[src/rtl/t_toggle_seq.sv]
// Toggle-command sequencer: emits a burst of prescaled single-cycle t strobes for a downstream T flip-flop.
// Optional continuous mode (burst_len==0 runs until stop) is enabled by defining TOGGLE_SEQ_CONTINUOUS_EN.
module t_toggle_seq #(
    parameter int unsigned DIV_W = 8,
    parameter int unsigned CNT_W = 8
) (
    input  logic             clk,
    input  logic             sync_reset,
    input  logic             start,
    input  logic             stop,
    input  logic [DIV_W-1:0] div_val,
    input  logic [CNT_W-1:0] burst_len,
    output logic             t,
    output logic             busy,
    output logic             done,
    output logic [CNT_W-1:0] pulse_cnt
);

    localparam logic [1:0] ST_IDLE = 2'd0;
    localparam logic [1:0] ST_RUN  = 2'd1;
    localparam logic [1:0] ST_FIN  = 2'd2;

`ifdef TOGGLE_SEQ_CONTINUOUS_EN
    localparam bit CONT_EN = 1'b1;
`else
    localparam bit CONT_EN = 1'b0;
`endif

    logic [1:0]       state,     state_nxt;
    logic [DIV_W-1:0] presc,     presc_nxt;
    logic [DIV_W-1:0] div_q,     div_nxt;
    logic [CNT_W-1:0] len_q,     len_nxt;
    logic             cont_q,    cont_nxt;
    logic [CNT_W-1:0] cnt_nxt;
    logic             t_nxt;
    logic             busy_nxt;
    logic             done_nxt;
    logic [DIV_W-1:0] start_div;

    // A zero divide value behaves as divide-by-one.
    assign start_div = (div_val == '0) ? DIV_W'(1) : div_val;

    // State and output registers.
    always_ff @(posedge clk) begin
        if (sync_reset) begin
            state     <= ST_IDLE;
            presc     <= '0;
            div_q     <= '0;
            len_q     <= '0;
            cont_q    <= 1'b0;
            pulse_cnt <= '0;
            t         <= 1'b0;
            busy      <= 1'b0;
            done      <= 1'b0;
        end else begin
            state     <= state_nxt;
            presc     <= presc_nxt;
            div_q     <= div_nxt;
            len_q     <= len_nxt;
            cont_q    <= cont_nxt;
            pulse_cnt <= cnt_nxt;
            t         <= t_nxt;
            busy      <= busy_nxt;
            done      <= done_nxt;
        end
    end

    // Next-state and next-output logic.
    always_comb begin
        state_nxt = state;
        presc_nxt = presc;
        div_nxt   = div_q;
        len_nxt   = len_q;
        cont_nxt  = cont_q;
        cnt_nxt   = pulse_cnt;
        t_nxt     = 1'b0;
        done_nxt  = 1'b0;

        case (state)
            ST_IDLE: begin
                if (start) begin
                    div_nxt   = start_div;
                    len_nxt   = burst_len;
                    cont_nxt  = CONT_EN && (burst_len == '0);
                    cnt_nxt   = '0;
                    presc_nxt = start_div - DIV_W'(1);
                    if ((burst_len != '0) || CONT_EN) begin
                        state_nxt = ST_RUN;
                    end else begin
                        state_nxt = ST_FIN;
                    end
                end
            end
            ST_RUN: begin
                // Abort wins over a strobe due on the same edge.
                if (stop) begin
                    state_nxt = ST_FIN;
                end else if (presc != '0) begin
                    presc_nxt = presc - DIV_W'(1);
                end else begin
                    t_nxt     = 1'b1;
                    cnt_nxt   = pulse_cnt + CNT_W'(1);
                    presc_nxt = div_q - DIV_W'(1);
                    if (!cont_q && (cnt_nxt == len_q)) begin
                        state_nxt = ST_FIN;
                    end
                end
            end
            ST_FIN: begin
                done_nxt  = 1'b1;
                state_nxt = ST_IDLE;
            end
            default: begin
                state_nxt = ST_IDLE;
            end
        endcase

        busy_nxt = (state_nxt == ST_RUN);
    end

endmodule

[config.mk]
export PLATFORM = sky130hd
export DESIGN_NAME = t_toggle_seq
export DESIGN_NICKNAME = d
export VERILOG_FILES = /design/src/rtl/t_toggle_seq.sv
export SDC_FILE = /design/constraint.sdc
export NUM_CORES = 1
export LEC_CHECK = 0
export CAP_MARGIN = 20
export CORE_MARGIN = 2
export CORE_UTILIZATION = 53
export DETAILED_ROUTE_END_ITERATION = 16
export GPL_TIMING_DRIVEN = 0
export PLACE_DENSITY_LB_ADDON = 0.3
export SLEW_MARGIN = 20
export SYNTH_ARGS = -nofsm -noshare
export SYNTH_HDL_FRONTEND = slang
export SYNTH_SLANG_ARGS = --single-unit
[constraint.sdc]
create_clock -name clk -period 2.4 [get_ports clk]
set_input_delay 0.72 -clock clk [delete_from_list [all_inputs] [get_ports clk]]
set_output_delay 0.72 -clock clk [all_outputs]
set_load 0.01 [all_outputs]
==> results.ini <==
[cts]
cts_tree=done
numCtsBuffers=5
clockBufferDepth=2
clock_sinks=37
holdBufCountCts=0
clkTransAtPathRegs_ns=0.07
cts_root_buf=clkbuf_8
clk_latency_ns=0.29
cts_max_level=2

[sta]
maxSlewViolCount=0
min_period_ns=2.333
max_freq_ghz=0.4286
finalCritPeriodShare=0.9721
slew_headroom=0.6251
finalHoldViolCount=0
worst_pin_slew_ns=0.5581
whs_ns=0.4663
skew_ns=0.002571
finalSetupTns_ns=0
setup_viol=0
rsz0062_at_grt=yes

[floorplan]
ios=31
core_mm2=0.003633
rows=22
initial_core_util=0.5475
die-area_mm2=0.004260
die_h_um=65.27
die_w_um=65.27

[setup_path]
slowest_stage=clkdlybuf4s50_1
path_cells=clkdlybuf4s50_1, nor2_2, a31oi_4, a22oi_2, or3_1, or3_1, a311oi_2
critPathMaxFanout=3
path_buf_inv=1
worst_path_dominant_cell_family=simple AND/OR/NAND/NOR gates
arrival_ns=2.54
crit_required_ns=2.61
setup.worst_path.start_class=input pin
cp_common_cell=or3_1
max_stage_delay_ns=0.50
path_class=input pin to flip-flop
endpoint_kind=flip-flop

[synthesis]
ys_seq_elements=37
synthCells=255
netlist_area_mm2=0.001989
synthesis.nets=277
postSynthAreaPerCell_um2=7.802
seq_area_frac_synth=0.3723
synth_warnings=0
synth_edf_count=0
async_reset_ff_frac=0
synth.distinct_cells=51
ys.flop_type=dfxtp_1

[pwr]
total_power_mw=1.524
vdd_drop_max_v=0.0004660
p_leak_nw=0.9758
power_density_mw_per_mm2=590.3

[route]
dr.pass1.iters=4
vias=2016
drtAntennaViolNets=0
dr.first_iter.drc_count=122
route.detailed.drc=0
wirelength_mm=5.369
via_per_inst=5.860
post_drt_wl_per_cell_um=15.61

[global_route]
grt_antenna_before_repair=0
grt.total_usage=0.2555
overflow=0
grt_max_degree=11
grt_pass1_vias=1751
grt_pass1_wl_mm=8.259

[final_layout]
final_common_cell=nand2_1
antenna_cells=0
final_core_utilization=0.7104
synthToLayoutAreaGrowth_pct=29.75
nets=318
fin_cells=344
drive_above_1_share=0.1419
final_cell_mix=nand2_1, dfxtp_1, a21oi_1, nor2_1, clkdlybuf4s50_1

[flow_run]
maxCapViolCount=0

[run_status]
outcome=finished clean

[placed_design]
place_hpwl_mm=3.620
portBuffers=29
gp_congestion=0.9280
placed_cells=332

[hold_path]
hp-class=flip-flop to flip-flop

## power by group
part / internal [mW] / switching, mW
clock network: 0.228 / 0.217
registers: 0.658 / 0.0439
logic: 0.163 / 0.214
total: 1.05 / 0.475
## cells by family (layout without fill, tap and decap cells)
group           Yosys count  count (layout)  share of synthesized area
compound gates           66              66                     0.2170
mux                       3               3                    0.01572
xor+xnor                 12              12                    0.05283
flops                    37              37                     0.3723
fa+ha+maj                 2               2                    0.01258
buf+inv                  16              57                    0.03396
simple gates            119             119                     0.2956
## sequential cells by signal (all words and copies together), names as in the netlist
register   flops
state          2
div_q          8
busy           1
presc          8
pulse_cnt      8
len_q          8
done           1
t              1
## final timing paths
path | from | endpoint | slack (ns) | cells past startpoint
worst min register to register | div_q[3] | div_q[3] | 0.47 | 2
worst max-delay path | div_val[1] | presc[7] | 0.07 | 7
worst min-delay path | div_q[3] | div_q[3] | 0.47 | 2
worst max register to register | pulse_cnt[0] | state[1] | 0.10 | 7
## what timing repair did
action                     in CTS  in global routing
resized for setup              15                 18
setup buffers                   3                  4
pin swaps                       4                  4
setup endpoints to repair      16                 18
## synthesized netlist by cell type (5+ instances only)
master | number | area share
xor2_1 | 5 | 0.022
xnor2_1 | 7 | 0.031
o21ai_0 | 9 | 0.023
nand2_1 | 42 | 0.079
clkbuf_1 | 8 | 0.015
nor2_1 | 29 | 0.055
a21oi_1 | 27 | 0.068
nand3_1 | 9 | 0.023
or3_1 | 5 | 0.016
dfxtp_1 | 37 | 0.37
and3_1 | 5 | 0.016
## worst min-delay path, delay by kind of cell, from the launching register on
kind / cells / cell delay [ns]
AOI/OAI and AO/OA: 1 / 0.05
DFF: 1 / 0.32
and+or+nand+nor: 1 / 0.05
## per-stage QoR
stage          worst slack, ns  area (um^2)
2_1_floorplan           0.2216         1989
4_1_cts               -0.06803         2499
3_5_place_dp           -0.5556         2340
3_3_place_gp           -0.5441         2340
5_1_grt               -0.05621         2581
6_report               0.06706         2581
## routing by layer
metal	wire, um	vias up	track usage	share of wire
li1	-	1000	-	-
met1	2482	941	0.3545	0.46
met2	2401	68	0.3827	0.45
met3	404	7	0.06164	0.075
met4	81	0	0.09896	0.015
met5	0	-	0	0
## cell type report
type                       instances  area [um^2]
tap                               48        60.06
multi-input combinational        202         1281
timing repair buffer              36        342.8
sequential                        37        743.2
inverter                           2        7.507
buffer                            12        60.06
clock buffer                       7        86.33
fill                             316         1052
No activity file was read; power rests on OpenSTA's default activity.
